--- config.mk ---
export PLATFORM = sky130hd
export DESIGN_NAME = voting_seq_ctrl
export DESIGN_NICKNAME = d
export VERILOG_FILES = /design/src/rtl/voting_pkg.sv /design/src/rtl/voting_tally_bank.sv /design/src/rtl/voting_seq_ctrl.sv
export SDC_FILE = /design/constraint.sdc
export NUM_CORES = 1
export LEC_CHECK = 0
export BUFFER_PORTS_ARGS = -buffer_cell sky130_fd_sc_hd__buf_4
export CORE_ASPECT_RATIO = 0.9
export CORE_MARGIN = 8
export CORE_UTILIZATION = 40
export CTS_CLUSTER_SIZE = 10
export DETAILED_ROUTE_END_ITERATION = 7
export PLACE_DENSITY_LB_ADDON = 0.08
export SYNTH_ARGS = -nofsm -noshare
export SYNTH_HDL_FRONTEND = slang
export SYNTH_SLANG_ARGS = --single-unit
--- constraint.sdc ---
create_clock -name clk -period 1.9 [get_ports clk]
set_input_delay 0.19 -clock clk [delete_from_list [all_inputs] [get_ports clk]]
set_output_delay 0.19 -clock clk [all_outputs]
set_load 0.03 [all_outputs]
--- src/rtl/voting_pkg.sv ---
// ============================================================================
//  Module   : voting_pkg
//  Purpose  : Shared types and width helpers for the sequential voting front
//             end (state encoding, tally / candidate / ballot sizing).
//  Revision : 1.0 - initial release
// ============================================================================
`default_nettype none

package voting_pkg;

  // Election controller states
  typedef enum logic [1:0] {
    IDLE    = 2'd0,
    COLLECT = 2'd1,
    SCAN    = 2'd2,
    DONE    = 2'd3
  } state_t;

  // Tally width: one extra bit so a unanimous 2**M vote fits without wrap
  function automatic int tally_width(input int m);
    return m + 1;
  endfunction

  // Number of candidates for an N-bit ballot
  function automatic int num_cand(input int n);
    return 1 << n;
  endfunction

  // Number of ballots cast per election
  function automatic int num_vote(input int m);
    return 1 << m;
  endfunction

endpackage

`default_nettype wire

--- src/rtl/voting_tally_bank.sv ---
// ============================================================================
//  Module   : voting_tally_bank
//  Purpose  : Register array of per-candidate tallies. Synchronous clear,
//             single-cycle increment of one entry, combinational read port.
//  Revision : 1.0 - initial release
// ============================================================================
`default_nettype none

module voting_tally_bank
  import voting_pkg::*;
#(
  parameter int N = 2,
  parameter int W = 3
) (
  input  logic         clk,
  input  logic         rst_n,
  input  logic         clear,
  input  logic         inc_en,
  input  logic [N-1:0] inc_idx,
  input  logic [N-1:0] rd_idx,
  output logic [W-1:0] rd_data
);

  localparam int NCAND = num_cand(N);

  logic [W-1:0] r_tally [NCAND];

  // Clear wins over increment so a new election never inherits a stray ballot
  always_ff @(posedge clk or negedge rst_n) begin
    if (!rst_n) begin
      for (int i = 0; i < NCAND; i++) r_tally[i] <= '0;
    end else if (clear) begin
      for (int i = 0; i < NCAND; i++) r_tally[i] <= '0;
    end else if (inc_en) begin
      for (int i = 0; i < NCAND; i++) begin
        if (inc_idx == N'(i)) r_tally[i] <= r_tally[i] + W'(1);
      end
    end
  end

  assign rd_data = r_tally[rd_idx];

endmodule

`default_nettype wire

--- src/rtl/voting_seq_ctrl.sv ---
// ============================================================================
//  Module   : voting_seq_ctrl
//  Purpose  : Sequential voting front end. Accepts 2**M ballots over a
//             valid/ready handshake, tallies them per candidate, scans the
//             tallies one per cycle and presents the winner (ties -> lowest
//             index) with its count.
//  Revision : 1.0 - initial release
// ============================================================================
`default_nettype none

module voting_seq_ctrl
  import voting_pkg::*;
#(
  parameter int N = 2,
  parameter int M = 2
) (
  input  logic         clk,
  input  logic         rst_n,
  input  logic         start,
  input  logic [N-1:0] vote,
  input  logic         vote_valid,
  output logic         vote_ready,
  output logic         busy,
  output logic         winner_valid,
  output logic [N-1:0] winner,
  output logic [M:0]   winner_count
);

  localparam int TALLY_W = tally_width(M);
  localparam int NVOTE   = num_vote(M);

  state_t               r_state;
  state_t               w_state_nxt;
  logic                 w_clear;
  logic                 w_accept;
  logic                 w_last_ballot;
  logic                 w_scan_end;
  logic [M:0]           r_ballot_cnt;
  logic [M:0]           w_cnt_inc;
  logic [N:0]           r_scan_idx;
  logic [N-1:0]         r_best_idx;
  logic [TALLY_W-1:0]   r_best_cnt;
  logic [TALLY_W-1:0]   w_rd_data;
  logic [N-1:0]         r_winner;
  logic [TALLY_W-1:0]   r_winner_count;

  assign w_accept      = vote_valid && vote_ready;
  assign w_cnt_inc     = r_ballot_cnt + (M+1)'(1);
  assign w_last_ballot = (w_cnt_inc == (M+1)'(NVOTE));
  // Index has one spare MSB: it reaches 2**N after the last candidate
  assign w_scan_end    = r_scan_idx[N];

  voting_tally_bank #(
    .N (N),
    .W (TALLY_W)
  ) u_tally_bank (
    .clk     (clk),
    .rst_n   (rst_n),
    .clear   (w_clear),
    .inc_en  (w_accept),
    .inc_idx (vote),
    .rd_idx  (r_scan_idx[N-1:0]),
    .rd_data (w_rd_data)
  );

  // State register
  always_ff @(posedge clk or negedge rst_n) begin
    if (!rst_n) r_state <= IDLE;
    else        r_state <= w_state_nxt;
  end

  // Next-state and handshake/status outputs; start is ignored while busy
  always_comb begin
    w_state_nxt  = r_state;
    vote_ready   = 1'b0;
    busy         = 1'b0;
    winner_valid = 1'b0;
    w_clear      = 1'b0;
    unique case (r_state)
      IDLE: begin
        if (start) begin
          w_clear     = 1'b1;
          w_state_nxt = COLLECT;
        end
      end
      COLLECT: begin
        vote_ready = 1'b1;
        busy       = 1'b1;
        if (vote_valid && w_last_ballot) w_state_nxt = SCAN;
      end
      SCAN: begin
        busy = 1'b1;
        if (w_scan_end) w_state_nxt = DONE;
      end
      DONE: begin
        winner_valid = 1'b1;
        if (start) begin
          w_clear     = 1'b1;
          w_state_nxt = COLLECT;
        end
      end
      default: w_state_nxt = IDLE;
    endcase
  end

  // Ballot counter: cleared on election open, advanced per accepted ballot
  always_ff @(posedge clk or negedge rst_n) begin
    if (!rst_n)        r_ballot_cnt <= '0;
    else if (w_clear)  r_ballot_cnt <= '0;
    else if (w_accept) r_ballot_cnt <= w_cnt_inc;
  end

  // Max scan: strict greater-than keeps the lowest index on ties
  always_ff @(posedge clk or negedge rst_n) begin
    if (!rst_n) begin
      r_scan_idx <= '0;
      r_best_idx <= '0;
      r_best_cnt <= '0;
    end else if (w_accept && w_last_ballot) begin
      r_scan_idx <= '0;
      r_best_idx <= '0;
      r_best_cnt <= '0;
    end else if (r_state == SCAN && !w_scan_end) begin
      if (w_rd_data > r_best_cnt) begin
        r_best_idx <= r_scan_idx[N-1:0];
        r_best_cnt <= w_rd_data;
      end
      r_scan_idx <= r_scan_idx + (N+1)'(1);
    end
  end

  // Result registers: updated only when the scan completes, so they keep the
  // previous election's values while a new one is in progress
  always_ff @(posedge clk or negedge rst_n) begin
    if (!rst_n) begin
      r_winner       <= '0;
      r_winner_count <= '0;
    end else if (r_state == SCAN && w_scan_end) begin
      r_winner       <= r_best_idx;
      r_winner_count <= r_best_cnt;
    end
  end

  assign winner       = r_winner;
  assign winner_count = r_winner_count;

endmodule

`default_nettype wire

Yosys cells after proc, flatten, opt, wreduce, memory -nomap -nowiden --
Index checks and enable logic that the tools add are counted. Widths: inputs -> output; s select.
Word-level totals: word-level logic and storage cells 81, output and inout port bits 8, register bits after elaboration 30, input bits 6
Cells by class: equal/unequal tests 10, $add $sub $neg 6, muxes and demuxes 28, magnitude comparators 2, bitwise gates (word level) 1, reductions and logical operators 23
Operators by type and width (count):
- $mux 3 | 13
- $mux 12 | 2
- $add 3x1->3 const B | 6
- $reduce_bool 2->1 | 7
- $mux 2 | 6
- $reduce_and 2->1 | 5
- $eq 2x2->1 const B | 4
- $bmux 3 s2 | 1
- $pmux 2 s3 | 1
- $logic_and 1x1->1 | 5
- $mux 1 | 5
- $eq 2x1->1 const B | 2
- $logic_not 2->1 | 2
- $ne 2x2->1 const B | 2
- $reduce_or 2->1 | 2
- $eq 3x3->1 const B | 1
- $ge 3x3->1 const B | 1
- $gt 3x3->1 | 1
- $not 2->3 | 1
- $reduce_and 3->1 | 1
- $ne 2x1->1 const B | 1
- $logic_not 1->1 | 1

Depth between registers and ports, before layout --
depth in word-level cells 8, gate-level depth with buffers 8, mapped depth without buffers 7

Modules after synthesis --
A second synthesis with hierarchy kept.
Unflattened totals: cell total of the unflattened synthesis 154, area, all modules 1731.7 um2
Modules (own cells, without submodules):
- voting_seq_ctrl | times used 1, area each 955.9 um2, cells each 89, seq. area each 450.4 um2
- voting_tally_bank | times used 1, area each 775.7 um2, cells each 65, seq. area each 300.3 um2

Least setup slack after synthesis --
No wires, ideal clock.
path kind flip-flop to flip-flop, start register r_scan_idx[0], end register r_best_cnt[0], library setup time 77 ps, data arrival time 1892 ps, setup slack -69 ps, stages on the path, launching flop included 8, period minus slack after synthesis 1969 ps, required time 1823 ps, buffers on the path 1, cells stage by stage dfrtp_1 buf_6 mux4_2 ha_1 nor2b_4 o31ai_2 o21ai_0 a21oi_1
On the way: longest elaborated chain between the ends 7, elaborated cells on any way between the ends 10, those cells by class order compare: 1; mux: 6; bitwise: 1; reduce/logical: 2
Ends and longest elaborated chain:
- from (decl) | RTL line voting_seq_ctrl.sv:40 | logic [N:0] r_scan_idx;
- from (signal assigned) | RTL line voting_seq_ctrl.sv:128 | r_scan_idx <= r_scan_idx + (N+1)'(1);
- $not 2->3 (not written as such) * | RTL line voting_tally_bank.sv:41 | assign rd_data = r_tally[rd_idx];
- $bmux 3 s2 * | RTL line voting_tally_bank.sv:41
- $mux 3 (not written as such) * (2 in a row) | RTL line voting_tally_bank.sv:41
- $gt 3x3->1 / $mux 3 (equally long branches) | RTL line voting_seq_ctrl.sv:124 | if (w_rd_data > r_best_cnt) begin
- $reduce_bool 2->1 (no source line) / $mux 3 (equally long branches)
- $reduce_and 2->1 (no source line) / $mux 3 (equally long branches)
- to (signal assigned) | RTL line voting_seq_ctrl.sv:126 | r_best_cnt <= w_rd_data;
- to (decl) | RTL line voting_seq_ctrl.sv:42 | logic [TALLY_W-1:0] r_best_cnt;
Mark *: on every way between the ends. The rest lies on a longest branch, timed or not. The select of a mux whose other input is x is not followed. A chain may end at the register's enable or synchronous reset.

Worst setup path in the final report --
start register r_scan_idx[0], end register r_best_idx[1]
On the way: longest elaborated chain between the ends 7
Ends and longest elaborated chain:
- $not 2->3 (not written as such) | RTL line voting_tally_bank.sv:41
- $bmux 3 s2 | RTL line voting_tally_bank.sv:41
- $mux 3 (not written as such) (2 in a row) | RTL line voting_tally_bank.sv:41
- $gt 3x3->1 | RTL line voting_seq_ctrl.sv:124
- $reduce_bool 2->1 (no source line)
- $reduce_and 2->1 (no source line)
- to (signal assigned) | RTL line voting_seq_ctrl.sv:125 | r_best_idx <= r_scan_idx[N-1:0];
- to (decl) | RTL line voting_seq_ctrl.sv:41 | logic [N-1:0] r_best_idx;
No other way between the ends. The select of a mux whose other input is x is not followed.

==> run_results.csv <==
group,metric,value,unit
clock_network,clockBufferDepth,2,
floorplan,die_y,75.8,µm
worst_setup_path,crit_path_start_kind,"flop",
hold_path,hold_path_end,"u_tally_bank.r_tally[0]",
timing,slew_viol_final,0,
timing,fmax,503,MHz
synthesis,synth_top_area_cell,"dfrtp_1",
power,power_density,1480,mW/mm²
timing,slew_headroom,73.1,%
timing,fin_ws,-87.3,ps
detailed_routing,drtIter0Drc,37,
clock_network,cts_sinks,30,
synthesis,synth-async-reset-ratio,100,%
synthesis,syn_nets,163,
synthesis,synth_edf_count,0,
worst_setup_path,cpPeakStageDelay,570,ps
global_route,globalRouteTotalUtil,11.8,%
worst_setup_path,reg2reg_depth,6,
hold_path,hp-class,"input port to flop",
timing,hold_ws,305,ps
floorplan,die_x,82.4,µm
detailed_routing,drcViolationCount,0,
power,total_power,2.82,mW
floorplan,core,0.00376,mm²
cells_and_area,fill_cells,336,
power,ir_worst_vdd,642,µV
synthesis,ys_ff_latch,30,
synthesis,synth_flop_cell,"dfrtp_1",
timing,tns,-346,ps
clock_network,cts_root_buf,"clkbuf_8",
detailed_routing,wirelength,3200,µm
detailed_routing,via_per_inst,5.13,
detailed_routing,wl_per_cell,15.2,µm
clock_network,numCtsBuffers,5,
worst_setup_path,cp.required,2100,ps
timing,grt_setup_unrepaired,"true",
global_route,grt_pass1_vias,1166,
synthesis,syn_inst,144,
timing,fin_crit,1990,ps
worst_setup_path,cp-end-kind,"flop",
worst_setup_path,critPathArrivalTime,2190,ps
place,dp_hpwl,2280,µm
timing,setup_viol,5,
synthesis,yosysSeqAreaShare,47.2,%
global_route,grt_pass1_wl,5630,µm
synthesis,synth_area_leaders,"dfrtp_1 (47%), ha_1 (10%), nor2_1 (4.7%)",
floorplan,start_util,42.3,%
synthesis,yosysWarnings,0,
power,leakagePower,0.870,nW
worst_setup_path,worstPathMaxFanout,5,
status,violations,"setup timing",
detailed_routing,vias,1083,
hold_path,worstHoldStart,"vote[0]",
clock_network,clk_pin_slew_worst_paths,70,ps
job,drv_cap,0,
synthesis,yosysMostFrequentCell,"dfrtp_1",
detailed_routing,drtAntennaViolNets,0,
timing,fin_worst_skew,8.93,ps
timing,fin_crit_sh,105,%
synthesis,syn_area,0.00159,mm²
floorplan,rows,21,
timing,hold_viol_final,0,
worst_setup_path,slowest_stage,"mux4_2",
cells_and_area,area_growth,19.8,%
timing,worstMarginPinSlew,404,ps
worst_setup_path,crit_chain,"mux4_2 > ha_4 > nor2b_4 > o31ai_4 > o21ai_0 > a21oi_1",
clock_network,cts_tree,"yes",
global_route,grt_max_degree,31,
global_route,overflow,0,
worst_setup_path,r2r_slack,-90,ps
place,io_buffers,13,
hold_path,min_path_cells,4,
synthesis,netlist.area_leader.share,47.2,%
cells_and_area,drive_above_1_share,25.5,%
place,globalplace.congestion,0.835,
synthesis,ys_types,30,
status,outcome,"finished, violations left",
global_route,antenna_found_initial,0,
floorplan,die-area,0.00625,mm²
clock_network,htree_levels,2,
cells_and_area,n_antenna_cell,0,
cells_and_area,nNetsFinal,184,
clock_network,insertion_delay,280,ps
floorplan,ios,14,
worst_setup_path,rr_startpoint,"r_scan_idx[0]",
worst_setup_path,r2r_end,"r_best_idx[1]",
worst_setup_path,crit_start,"r_scan_idx[0]",
synthesis,syn_area_per_cell,11.0,µm²
cells_and_area,fin_util,50.7,%
worst_setup_path,path_class,"flop to flop",
synthesis,synth.top_cells.by_count,"dfrtp_1 (30), nor2_1 (20), ha_1 (13)",
detailed_routing,drtPass1Iterations,4,
## kinds of logic (layout without fill, tap and decap cells)
family                     after synthesis  after routing  synth area share, %
AOI/OAI and AO/OA                       23             23                 8.58
DFF                                     30             30                 47.2
buffers and inverters                   14             35                 4.33
and+or+nand+nor                         42             42                 13.9
xor gates and xnor gates                10             10                 5.51
muxes                                   12             12                 10.2
adders and majority gates               13             13                 10.2
## power breakdown
part	total (mW)	switching, mW	internal (mW)	leakage, nW
sequential	1.00	0.160	0.843	0.352
clock	0.657	0.237	0.419	0.0573
combinational	1.16	0.657	0.506	0.461
total	2.82	1.06	1.77	0.870
## layer usage
layer | GRT usage (%) | up-vias | wire, µm
met3 | 3.42 | 5 | 126
met5 | 0 | - | 0
met2 | 19.5 | 15 | 1520
met1 | 14.3 | 524 | 1510
li1 | - | 539 | -
met4 | 4.09 | 0 | 43
## sequential cells by signal, indices dropped and copies added (netlist names)
signal	cells
u_tally_bank.r_tally	12
r_ballot_cnt	3
r_best_cnt	3
r_scan_idx	3
winner_count	3
r_best_idx	2
r_state	2
winner	2
## stage by stage
step	instances	instance area (µm²)	setup WS, ps
6_report	211	1900	-87.3
5_1_grt	211	1900	-181
4_1_cts	210	1890	-79.9
3_5_place_dp	202	1760	-165
3_3_place_gp	202	1760	-69.3
2_1_floorplan	144	1620	9.61
## final cells by class
| cell class | instances | area [µm²] | share of cell area [%] |
|---|---|---|---|
| multi-input cells | 100 | 807 | 42.4 |
| flip-flops and latches | 30 | 752 | 39.5 |
| repair buffers | 18 | 138 | 7.23 |
| clock buffers | 6 | 82.6 | 4.34 |
| well taps | 46 | 57.6 | 3.02 |
| inverters | 10 | 37.5 | 1.97 |
| clock inverters | 1 | 30.0 | 1.58 |
## worst max path at each step
stage	endpoint	slack, ps	cells past startpoint
after floorplan	r_best_cnt[0]	10	7
after global placement	r_best_cnt[1]	-70	6
after detailed placement	r_best_cnt[0]	-160	6
after CTS	r_best_cnt[1]	-80	6
after global routing	r_best_cnt[2]	-180	6
final	r_best_idx[1]	-90	6
## critical path: cells and delay by family (launching register included)
| family | cells | cell delay [ps] |
|---|---|---|
| compound gates | 3 | 560 |
| fa+ha+maj | 1 | 240 |
| flops | 1 | 420 |
| mux | 1 | 570 |
| simple gates | 1 | 140 |
## what timing repair did
item                                    CTS  global route
gates resized for setup                   2             3
endpoints found under the hold margin    30             0
endpoints found under the setup margin    5             5
buffers inserted                          0             1
pin swaps                                 0             1
hold buffers                              1             0
## placed cells by master (no fill, tap or decap), types with 2 or more instances in the layout
master,instances
xor2_1,5
buf_4,17
nor2b_4,2
nand3_2,2
o21ai_1,2
nor2_1,20
nand2_1,6
mux2i_1,6
nand4b_1,2
o21ai_0,7
dfrtp_1,29
mux2_2,3
clkbuf_8,6
ha_1,12
inv_1,10
mux4_2,3
nand3_1,5
a21oi_1,8
xnor2_1,5
Power figures use the tool's default switching activity.
